**config.mk**
```make
export PLATFORM = sky130hd
export DESIGN_NAME = digital_clock_counter
export DESIGN_NICKNAME = d
export VERILOG_FILES = /design/src/rtl/digital_clock_counter.sv
export SDC_FILE = /design/constraint.sdc
export NUM_CORES = 1
export LEC_CHECK = 0
export ABC_AREA = 1
export CORE_MARGIN = 8
export CORE_UTILIZATION = 55
export CTS_BUF_LIST = sky130_fd_sc_hd__clkbuf_8
export DETAILED_ROUTE_END_ITERATION = 8
export PLACE_DENSITY_LB_ADDON = 0.12
export SETUP_SLACK_MARGIN = 0.5
export SLEW_MARGIN = 20
export SYNTH_ARGS = -nofsm -noshare
export SYNTH_HDL_FRONTEND = slang
export SYNTH_SLANG_ARGS = --single-unit
```
**constraint.sdc**
```tcl
create_clock -name clk -period 3.2 [get_ports clk]
set_input_delay 0.48 -clock clk [delete_from_list [all_inputs] [get_ports clk]]
set_output_delay 0.48 -clock clk [all_outputs]
set_load 0.05 [all_outputs]
```
**src/rtl/digital_clock_counter.sv**
```systemverilog
// Time-of-day counter: divides clk to a 1 Hz enable and keeps a 24-hour HH:MM:SS count
// as split BCD digits, with a validated parallel load and a run/pause control.
// Optional feature: define ALARM_EN to add the HH:MM alarm ports and compare logic.
module digital_clock_counter #(
  parameter int unsigned CLK_DIV = 50000000
) (
  input  logic       clk,
  input  logic       rst_n,
  input  logic       run,
  input  logic       load,
  input  logic [2:0] ld_seconds_p1,
  input  logic [3:0] ld_seconds_p2,
  input  logic [2:0] ld_minutes_p1,
  input  logic [3:0] ld_minutes_p2,
  input  logic [1:0] ld_hours_p1,
  input  logic [3:0] ld_hours_p2,
  output logic [2:0] seconds_p1,
  output logic [3:0] seconds_p2,
  output logic [2:0] minutes_p1,
  output logic [3:0] minutes_p2,
  output logic [1:0] hours_p1,
  output logic [3:0] hours_p2,
  output logic       sec_tick,
  output logic       day_wrap,
  output logic       load_err
`ifdef ALARM_EN
  ,
  input  logic [1:0] alarm_hours_p1,
  input  logic [3:0] alarm_hours_p2,
  input  logic [2:0] alarm_minutes_p1,
  input  logic [3:0] alarm_minutes_p2,
  input  logic [0:0] alarm_arm,
  output logic       alarm
`endif
);

  localparam int unsigned PresW = (CLK_DIV > 1) ? $clog2(CLK_DIV) : 1;
  localparam logic [PresW-1:0] PresTc = PresW'(CLK_DIV - 1);

  // State registers
  logic [PresW-1:0] r_presc;
  logic [2:0]       r_sec_p1;
  logic [3:0]       r_sec_p2;
  logic [2:0]       r_min_p1;
  logic [3:0]       r_min_p2;
  logic [1:0]       r_hr_p1;
  logic [3:0]       r_hr_p2;
  logic             r_sec_tick;
  logic             r_day_wrap;
  logic             r_load_err;

  // Next-state values
  logic [PresW-1:0] w_presc_nxt;
  logic [2:0]       w_sec_p1_nxt;
  logic [3:0]       w_sec_p2_nxt;
  logic [2:0]       w_min_p1_nxt;
  logic [3:0]       w_min_p2_nxt;
  logic [1:0]       w_hr_p1_nxt;
  logic [3:0]       w_hr_p2_nxt;

  // Time after one increment
  logic [2:0]       w_inc_sec_p1;
  logic [3:0]       w_inc_sec_p2;
  logic [2:0]       w_inc_min_p1;
  logic [3:0]       w_inc_min_p2;
  logic [1:0]       w_inc_hr_p1;
  logic [3:0]       w_inc_hr_p2;

  logic w_tc;
  logic w_ld_valid;
  logic w_load_ok;
  logic w_load_bad;
  logic w_tick;
  logic w_wrap;
  logic w_c_sec_p2;
  logic w_c_sec_p1;
  logic w_c_min_p2;
  logic w_c_min_p1;

  // Terminal count and load qualification
  always_comb begin
    w_tc       = run && (r_presc == PresTc);
    w_ld_valid = (ld_seconds_p1 <= 3'd5) && (ld_seconds_p2 <= 4'd9) &&
                 (ld_minutes_p1 <= 3'd5) && (ld_minutes_p2 <= 4'd9) &&
                 (ld_hours_p1 <= 2'd2)   && (ld_hours_p2 <= 4'd9) &&
                 !((ld_hours_p1 == 2'd2) && (ld_hours_p2 > 4'd3));
    w_load_ok  = load && w_ld_valid;
    w_load_bad = load && !w_ld_valid;
    // A valid load in the terminal-count cycle swallows that tick
    w_tick     = w_tc && !w_load_ok;
  end

  // Cascaded BCD increment of the current time
  always_comb begin
    w_c_sec_p2   = (r_sec_p2 == 4'd9);
    w_c_sec_p1   = w_c_sec_p2 && (r_sec_p1 == 3'd5);
    w_c_min_p2   = w_c_sec_p1 && (r_min_p2 == 4'd9);
    w_c_min_p1   = w_c_min_p2 && (r_min_p1 == 3'd5);
    w_wrap       = w_c_min_p1 && (r_hr_p1 == 2'd2) && (r_hr_p2 == 4'd3);

    w_inc_sec_p2 = w_c_sec_p2 ? 4'd0 : r_sec_p2 + 4'd1;
    w_inc_sec_p1 = r_sec_p1;
    if (w_c_sec_p2) w_inc_sec_p1 = (r_sec_p1 == 3'd5) ? 3'd0 : r_sec_p1 + 3'd1;
    w_inc_min_p2 = r_min_p2;
    if (w_c_sec_p1) w_inc_min_p2 = (r_min_p2 == 4'd9) ? 4'd0 : r_min_p2 + 4'd1;
    w_inc_min_p1 = r_min_p1;
    if (w_c_min_p2) w_inc_min_p1 = (r_min_p1 == 3'd5) ? 3'd0 : r_min_p1 + 3'd1;

    w_inc_hr_p1  = r_hr_p1;
    w_inc_hr_p2  = r_hr_p2;
    if (w_c_min_p1) begin
      if (w_wrap) begin
        w_inc_hr_p1 = 2'd0;
        w_inc_hr_p2 = 4'd0;
      end else if (r_hr_p2 == 4'd9) begin
        w_inc_hr_p1 = r_hr_p1 + 2'd1;
        w_inc_hr_p2 = 4'd0;
      end else begin
        w_inc_hr_p2 = r_hr_p2 + 4'd1;
      end
    end
  end

  // Next prescaler and time: load beats tick, tick beats hold
  always_comb begin
    w_presc_nxt  = r_presc;
    w_sec_p1_nxt = r_sec_p1;
    w_sec_p2_nxt = r_sec_p2;
    w_min_p1_nxt = r_min_p1;
    w_min_p2_nxt = r_min_p2;
    w_hr_p1_nxt  = r_hr_p1;
    w_hr_p2_nxt  = r_hr_p2;

    if (!run || w_tc) w_presc_nxt = '0;
    else              w_presc_nxt = r_presc + PresW'(1);

    if (w_load_ok) begin
      w_presc_nxt  = '0;
      w_sec_p1_nxt = ld_seconds_p1;
      w_sec_p2_nxt = ld_seconds_p2;
      w_min_p1_nxt = ld_minutes_p1;
      w_min_p2_nxt = ld_minutes_p2;
      w_hr_p1_nxt  = ld_hours_p1;
      w_hr_p2_nxt  = ld_hours_p2;
    end else if (w_tick) begin
      w_sec_p1_nxt = w_inc_sec_p1;
      w_sec_p2_nxt = w_inc_sec_p2;
      w_min_p1_nxt = w_inc_min_p1;
      w_min_p2_nxt = w_inc_min_p2;
      w_hr_p1_nxt  = w_inc_hr_p1;
      w_hr_p2_nxt  = w_inc_hr_p2;
    end
  end

  // State and pulse registers
  always_ff @(posedge clk or negedge rst_n) begin
    if (!rst_n) begin
      r_presc    <= '0;
      r_sec_p1   <= 3'd0;
      r_sec_p2   <= 4'd0;
      r_min_p1   <= 3'd0;
      r_min_p2   <= 4'd0;
      r_hr_p1    <= 2'd0;
      r_hr_p2    <= 4'd0;
      r_sec_tick <= 1'b0;
      r_day_wrap <= 1'b0;
      r_load_err <= 1'b0;
    end else begin
      r_presc    <= w_presc_nxt;
      r_sec_p1   <= w_sec_p1_nxt;
      r_sec_p2   <= w_sec_p2_nxt;
      r_min_p1   <= w_min_p1_nxt;
      r_min_p2   <= w_min_p2_nxt;
      r_hr_p1    <= w_hr_p1_nxt;
      r_hr_p2    <= w_hr_p2_nxt;
      r_sec_tick <= w_tick;
      r_day_wrap <= w_tick && w_wrap;
      r_load_err <= w_load_bad;
    end
  end

  assign seconds_p1 = r_sec_p1;
  assign seconds_p2 = r_sec_p2;
  assign minutes_p1 = r_min_p1;
  assign minutes_p2 = r_min_p2;
  assign hours_p1   = r_hr_p1;
  assign hours_p2   = r_hr_p2;
  assign sec_tick   = r_sec_tick;
  assign day_wrap   = r_day_wrap;
  assign load_err   = r_load_err;

`ifdef ALARM_EN
  logic r_alarm;
  logic w_alarm_hit;

  // Fires only on an increment that lands on HH:MM:00 of the armed alarm time
  always_comb begin
    w_alarm_hit = alarm_arm[0] && w_tick &&
                  (w_inc_sec_p1 == 3'd0) && (w_inc_sec_p2 == 4'd0) &&
                  (w_inc_min_p1 == alarm_minutes_p1) && (w_inc_min_p2 == alarm_minutes_p2) &&
                  (w_inc_hr_p1 == alarm_hours_p1) && (w_inc_hr_p2 == alarm_hours_p2);
  end

  // Alarm pulse register
  always_ff @(posedge clk or negedge rst_n) begin
    if (!rst_n) r_alarm <= 1'b0;
    else        r_alarm <= w_alarm_hit;
  end

  assign alarm = r_alarm;
`endif

endmodule

```
==> flow_summary.ini, run 1 <==
[synthesis]
synth_nets = 440
synth.distinct_cells = 33
synth.ff_latch_count = 49
synth_area_um2 = 3050
ys_warn_count = 0
avgSynthCellArea_um2 = 7.38
syn_inst = 414
yosysSeqAreaShare = 0.401

[global_route]
grt_usage = 0.180
grt-ovfl-total = 0
grt_max_degree = 33
grt_antenna_before_repair = 0
grt_pass1_wl_um = 12200
grt_pass1_vias = 2801

[cts]
cts_buffer_depth = 2
cts_made_buffers = 5
cts_resized = 0
h-tree-depth = 2
cts_root_buf = clkbuf_8
cts_sinks = 49
clk_latency_ns = 0.32
post_cts_buffers = 0
clk_pin_slew_worst_paths_ns = 0.10
ctsHoldBuffers = 0
cts_tree = built

[critical_path]
crit_path_max_fanout = 27
cp-start-kind = primary input
required_ns = 3.45
critPathLaunch = ld_seconds_p2[1]
r2r-start = r_presc[0]
cp-endpoint = minutes_p2[2]
cp.arrival_ns = 2.46
r2r_setup_slack_ns = 1.49
endpoint_kind = flip-flop
r2r-end = r_presc[14]
worstSetupPathType = in -> reg
r2r_cells = 8

[pwr]
peakVddDrop_uv = 497
power_leakage_nw = 1.71
power.density_nw_per_um2 = 602

[sta]
fin_setup_tns_ns = 0
max_slew_margin = 0.515
tightest_slew_ns = 0.728
fmax_ghz = 0.454
finalCriticalPeriod_ns = 2.20
rsz0062_at_grt = false
slew_viol_final = 0
finalHoldViolations = 0
holdWs_ns = 0.210
setup_violations = 0
final.setup_skew_ns = 0.0110
min_period_over_period = 0.689

[routing]
dr.first_iter.drc_count = 67
ant_nets = 0
routed_wl_um = 7060
vias = 2796
viasPerCell = 5.24
wl_per_cell_um = 13.2
drc_errors = 0
drtPass1Iterations = 4

[die]
coreArea_um2 = 5440
fp.dieW_um = 90.5
initial_core_util = 0.562
ioPinCount = 47
rows = 27
dieArea_um2 = 8190
die_h_um = 90.5

[place]
portBuffers = 46
place_hpwl_um = 5470
finalWeightedCongestion = 0.886

[layout]
final_cell_mix = 119 x nand2_1, 49 x nor2_1, 49 x dfrtp_1
n_fill_cell = 483
diodes = 0
seq_area_um2 = 1230
layout-drive-gt1-share = 0.113
nets = 487
multiInputGateArea_um2 = 1600
post-route-util = 0.675
mostFrequentLayoutCell = nand2_1
areaGrowthSynthToFinish_pct = 20.3

[hold_path]
hp-class = in -> async

[run]
cap_violations = 0

[status]
status = finished clean
[final cells by class]
cell class	instances	area share
clock buffer	6	0.0225
clock inverter	2	0.0102
inverter	45	0.0463
multi-input combinational	313	0.437
sequential	49	0.334
tap	72	0.0245
timing repair buffer	47	0.126
[flip-flops by register name, indices dropped and copies added, names as in the netlist, 2 cells and up]
register    cells
r_presc        26
hours_p2        4
minutes_p2      4
seconds_p2      4
minutes_p1      3
seconds_p1      3
hours_p1        2
[per-layer routing]
metal | up-vias | global-route usage | part of all wire
li1 | 1418 | - | -
met5 | - | 0 | 0
met1 | 1304 | 0.207 | 0.44
met4 | 0 | 0.0777 | 0.020
met3 | 14 | 0.0416 | 0.042
met2 | 60 | 0.312 | 0.50
[worst min path at each step]
stage	start	to	slack, ns	depth (start not counted)
6_report	rst_n	minutes_p2[1]	0.21	1
5_1_grt	rst_n	r_presc[10]	0.28	1
4_1_cts	rst_n	minutes_p2[2]	0.24	1
3_5_place_dp	r_presc[0]	r_presc[0]	0.51	1
3_3_place_gp	r_presc[0]	r_presc[0]	0.47	1
2_1_floorplan	rst_n	day_wrap	0.18	0
[metrics by stage]
step	setup slack [ns]	total power [W]	instances	cell area, um2
floorplan	1.51	0.00144	414	3050
global placement	0.693	0.00173	526	3550
detailed placement	0.660	0.00175	526	3550
CTS	0.995	0.00222	534	3670
global route	0.850	0.00233	534	3670
finish	0.996	0.00221	534	3670
[kinds of logic (layout without fill, tap and decap cells)]
family                     Yosys count  after routing  share of synthesized area
and+or+nand+nor                    264            264                      0.419
DFF                                 49             49                      0.401
AOI/OAI and AO/OA                   31             31                     0.0524
xor gates and xnor gates            16             16                     0.0459
buffers and inverters               52            100                     0.0733
adders and majority gates            2              2                    0.00819
[critical path, cell delays in order]
cell and delay, ns:
clkdlybuf4s50_1 0.42, o21ai_0 0.26, and2_1 0.24, nand3_4 0.30, inv_2 0.40, nand2_1 0.13, nand2_1 0.09, nand2_1 0.05
o21ai_1 0.07
[synthesized netlist by cell type]
master,n,area (um2)
nand2_1,119,447
dfrtp_1,49,1230
nor2_1,49,184
inv_1,37,139
nand3_1,37,185
o21ai_0,18,90.1
xor2_1,13,114
nor2_2,9,56.3
nor3_1,9,45.0
nand2_2,8,50.1
inv_2,7,26.3
nand4_1,7,43.8
nor3b_1,6,45.0
o21ai_1,6,30.0
a21oi_1,5,25.0
buf_4,5,37.5
nand3_2,4,40.0
nand2_4,3,33.8
nor2_4,3,33.8
xnor2_1,3,26.3
ha_1,2,25.0
nand3_4,2,35.0
nor3_4,2,32.5
nor4_1,2,12.5
a21boi_0,1,7.51
and2_1,1,6.26
buf_2,1,5.00
buf_6,1,11.3
clkinv_2,1,5.00
nand4_2,1,12.5
nor3_2,1,10.0
o211ai_1,1,7.51
or2_2,1,6.26
[power breakdown]
group | total, W | leakage (nW) | switching [W] | internal (W)
clock network | 0.000480 | 0.0574 | 0.000225 | 0.000254
logic | 0.000910 | 0.995 | 0.000596 | 0.000314
registers | 0.000822 | 0.653 | 0.000112 | 0.000710
total | 0.00221 | 1.71 | 0.000933 | 0.00128
No activity file was read; power rests on OpenSTA's default activity.
==> run 2, diff against run 1 <==
==> constraint.sdc (replaced) <==
create_clock -name clk -period 2.2 [get_ports clk]
set_input_delay 0.33 -clock clk [delete_from_list [all_inputs] [get_ports clk]]
set_output_delay 0.33 -clock clk [all_outputs]
set_load 0.05 [all_outputs]
==> run 2 against run 1 <==
  * Setup slack worse by 0.43 ns
  * Critical path depth down 8
  * Non-clock buffer count is 17 higher
  * Sequential cell count unchanged
  * Routed wire length is 9.5% higher
  * Clock skew decreased by 0.00097 ns
  * Via count increased by 3.5%
  * Total power is 42% higher
  * Sequential share of layout area decreased by 1.7 points
  * Final cell count is 3.6% higher
  * Critical endpoint is now seconds_p2[1]
==> flow_summary.ini, run 2 (same netlist as run 1, synthesis figures left out) <==
[cts]
cts_root_buf = clkbuf_8
cts_tree = built
cts_made_buffers = 5
cts_sinks = 49
h-tree-depth = 2
clk_latency_ns = 0.31
cts_buffer_depth = 2
clk_pin_slew_worst_paths_ns = 0.10

[pwr]
power_leakage_nw = 1.87
peakVddDrop_uv = 681
power.density_nw_per_um2 = 807

[critical_path]
crit_path_max_fanout = 6
cp_slowest_stage_delay_ns = 0.56
critPathLaunch = seconds_p2[1]
r2r-start = r_presc[0]
cp-start-kind = flip-flop
worstSetupPathType = reg -> out
required_ns = 1.87
r2r_cells = 10
endpoint_kind = output port
cp_cell_sequence = dlygate4sd2_1
cp_slowest_cell = dlygate4sd2_1
path_buf_inv = 1
cp_top_family = buffers and inverters
r2r_setup_slack_ns = 0.57
cp.arrival_ns = 1.31
path_depth = 1

[routing]
wl_per_cell_um = 14.0
drtPass1Iterations = 4
vias = 2895
dr.first_iter.drc_count = 97
drc_errors = 0
routed_wl_um = 7720
ant_nets = 0
viasPerCell = 5.24

[global_route]
grt_max_degree = 23
grt_antenna_before_repair = 0
grt_pass1_vias = 2764
grt_pass1_wl_um = 12400
grt-ovfl-total = 0
grt_usage = 0.181
use_met3 = 0.0416
met2_usage = 0.328
grtUsageMet1 = 0.204
busiest_layer = met2

[die]
fp.dieW_um = 90.5
ioPinCount = 47
initial_core_util = 0.562
rows = 27
dieArea_um2 = 8190
coreArea_um2 = 5440
die_h_um = 90.5

[layout]
n_fill_cell = 444
largest_register = r_presc
areaGrowthSynthToFinish_pct = 27.1
layout-drive-gt1-share = 0.179
diodes = 0
nets = 506
mostFrequentLayoutCell = nand2_1
largest_register_ffs = 26
final_cell_mix = 116 x nand2_1, 45 x nor2_1, 45 x dfrtp_1

[sta]
fin_ws_ns = 0.561
fmax_ghz = 0.610
finalCriticalPeriod_ns = 1.64
slew_viol_final = 0
tightest_slew_ns = 0.513
fin_setup_tns_ns = 0
final.setup_skew_ns = 0.0101
max_slew_margin = 0.657
finalHoldViolations = 0
min_period_over_period = 0.745
rsz0062_at_grt = true
setup_violations = 0

[hold_path]
hp-class = in -> async

[place]
post-place-ws_ns = 0.155
finalWeightedCongestion = 0.924
portBuffers = 46
place_hpwl_um = 5690

[status]
status = finished clean

[run]
cap_violations = 0
==> run 2: path summary, 6_finish.rpt <==
check,end
min reg2reg,hours_p1[0]
min,r_presc[2]
max in group asynchronous,r_presc[13]
min in group clk,hours_p1[0]
max reg2reg,seconds_p2[2]
max,seconds_p2[1]
==> run 2: final cells by class <==
class	count	area, um2	share of cell area
Clock inverter	3	46.3	0.0119
Multi-Input combinational cell	315	1700	0.437
Timing Repair Buffer	64	574	0.148
Tap cell	72	90.1	0.0232
Inverter	45	173	0.0445
Sequential cell	49	1230	0.317
Clock buffer	5	68.8	0.0177
==> run 2: power breakdown <==
part	internal (W)	switching [W]	total [W]
Sequential	0.00103	0.000162	0.00120
Clock	0.000341	0.000321	0.000662
Combinational	0.000383	0.000891	0.00127
Total	0.00176	0.00137	0.00313
==> run 2: routing by layer <==
metal	vias up	routed length, um
li1	1458	-
met1	1351	3320
met2	68	3940
met3	18	308
met4	0	159
met5	-	0
==> run 2: timing repair <==
item	CTS	global route
gates resized for setup	27	21
setup endpoints to repair	31	48
pin swaps	1	7
cloned	1	1
endpoints found under the hold margin	18	0
hold buffers	1	0
buffers inserted	1	12
==> run 2: metrics by stage <==
stage	cell area [um2]	instances	power (W)	hold WS, ns	utilization
2_1_floorplan	3050	414	0.00209	0.0344	-
3_3_place_gp	3580	529	0.00252	0.313	0.657
3_5_place_dp	3580	529	0.00254	0.314	0.657
4_1_cts	3710	540	0.00312	0.497	0.682
5_1_grt	3880	553	0.00331	0.521	0.714
6_report	3880	553	0.00313	0.500	0.714
==> run 3, diff against run 2 <==
--- a/config.mk
+++ b/config.mk
@@ -7,7 +7,7 @@
 export LEC_CHECK = 0
 export ABC_AREA = 1
 export CORE_MARGIN = 8
-export CORE_UTILIZATION = 55
+export CORE_UTILIZATION = 51
 export CTS_BUF_LIST = sky130_fd_sc_hd__clkbuf_8
 export DETAILED_ROUTE_END_ITERATION = 8
 export PLACE_DENSITY_LB_ADDON = 0.12
==> constraint.sdc (replaced) <==
create_clock -name clk -period 1.32 [get_ports clk]
set_input_delay 0.198 -clock clk [delete_from_list [all_inputs] [get_ports clk]]
set_output_delay 0.198 -clock clk [all_outputs]
set_load 0.05 [all_outputs]
==> run 3 against run 2 <==
  * The run now ends with negative hold slack, negative setup slack left
  * Combinational power grew to 3.2 times the previous value
  * Hold slack lost 0.71 ns
  * Sequential share of layout area shrank 8.1 points
  * Total power grew 130%
  * Final cell count grew 18%
  * Clock skew is essentially flat
  * Die area grew 6.4%
  * Setup slack lost 0.95 ns
  * Routed wire length grew 45%
  * Non-clock buffer count grew 95
  * Largest cell class unchanged
==> flow_summary.ini, run 3 (same netlist as run 1, synthesis figures left out) <==
[status]
status = finished with violations
violations = negative hold slack, negative setup slack

[die]
dieArea_um2 = 8720
coreArea_um2 = 5850
initial_core_util = 0.522
ioPinCount = 47
die_h_um = 93.4
fp.dieW_um = 93.4
rows = 28

[layout]
areaGrowthSynthToFinish_pct = 73.4
nets = 600
final_area_um2 = 5300
largest_register = r_presc
layout-drive-gt1-share = 0.475
mostFrequentLayoutCell = nand2_1
final_cell_mix = 106 x nand2_1, 79 x buf_4, 34 x inv_1
largest_register_ffs = 26
diodes = 0

[cts]
cts_buffer_depth = 2
h-tree-depth = 2
cts_made_buffers = 5
cts_sinks = 49
clk_latency_ns = 0.31
clk_pin_slew_worst_paths_ns = 0.10
cts_root_buf = clkbuf_8
cts_tree = built

[global_route]
grt_pass1_vias = 3590
grt_pass1_wl_um = 16100
grt_max_degree = 37
grt_antenna_before_repair = 0
grt-ovfl-total = 0
grt_usage = 0.223

[critical_path]
cp.arrival_ns = 1.91
required_ns = 1.52
r2r_setup_slack_ns = -0.39
r2r-start = r_presc[11]
crit_path_max_fanout = 4
worstSetupPathType = reg -> reg
r2r-end = r_presc[17]
cp-start-kind = flip-flop
r2r_cells = 9
endpoint_kind = flip-flop

[routing]
wl_met3_um = 600
viasPerCell = 5.57
wl_per_cell_um = 17.2
ant_nets = 0
drtPass1Iterations = 5
wl_met2_um = 5810
wl_met1_um = 4290
drc_errors = 0
dr.first_iter.drc_count = 225
vias = 3622
routed_wl_um = 11200
top_layer = met4

[sta]
fin_ws_ns = -0.392
min_period_over_period = 1.30
rsz0062_at_grt = true
setup_violations = 48
max_slew_margin = 0.680
finalCriticalPeriod_ns = 1.71
tightest_slew_ns = 0.476
fin_setup_tns_ns = -15.93
final.setup_skew_ns = 0.0105
fmax_ghz = 0.584
finalHoldViolations = 13
holdWs_ns = -0.212
slew_viol_final = 0

[run]
cap_violations = 0

[pwr]
power_leakage_nw = 2.52
power.density_nw_per_um2 = 1370
finalPower_w = 0.00728
peakVddDrop_uv = 1160

[place]
finalWeightedCongestion = 0.928
portBuffers = 46
place_hpwl_um = 6660
post-place-ws_ns = -0.580
dpl_cell_area_um2 = 4640

[hold_path]
hp-class = in -> async
[run 3: final cells by class]
class	instances	area [um2]
clock buffer	5	68.8
fill	251	556
sequential	49	1250
inverter	45	178
clock inverter	3	65.1
timing repair buffer	159	1720
tap	75	93.8
multi-input combinational	314	1920
[run 3: timing repair]
item                                    in CTS  in global routing
pin swaps                                   17                 27
hold endpoints to repair                    13                 13
cloned                                       0                  3
endpoints found under the setup margin      72                 72
resized for setup                           64                 52
buffers inserted                             9                  6
[run 3: through the flow]
step | utilization | cells
floorplan | - | 414
global placement | 0.793 | 624
detailed placement | 0.793 | 624
CTS | 0.855 | 641
global route | 0.905 | 650
finish | 0.905 | 650
[run 3: where the power goes]
part           switching, W  internal [W]
logic               0.00211       0.00191
clock network      0.000543      0.000753
registers          0.000190       0.00176
[run 3: per-layer routing]
| layer | vias up | track usage |
|---|---|---|
| li1 | 1643 | - |
| met5 | - | 0 |
| met2 | 180 | 0.404 |
| met3 | 58 | 0.0417 |
| met4 | 0 | 0.0792 |
| met1 | 1741 | 0.253 |
[run 3: worst max-delay path, stage by stage, from the launching register on]
cell     delay [ns]
dfrtp_1        0.38
buf_4          0.12
buf_4          0.12
nand2_1        0.09
nor2_1         0.17
nand4_1        0.17
nor2_2         0.22
nand2_1        0.09
xor2_1         0.19
nor2_2         0.06
[run 3: worst max-delay path by stage]
stage,startpoint,end,slack [ns],cells after the start
global route,r_presc[0],r_presc[18],-0.50,8
global placement,ld_hours_p2[1],hours_p1[1],-0.57,10
floorplan,minutes_p2[1],hours_p1[1],-0.18,10
detailed placement,ld_hours_p2[3],hours_p1[1],-0.58,9
finish,r_presc[11],r_presc[17],-0.39,9
CTS,r_presc[0],hours_p1[1],-0.29,10
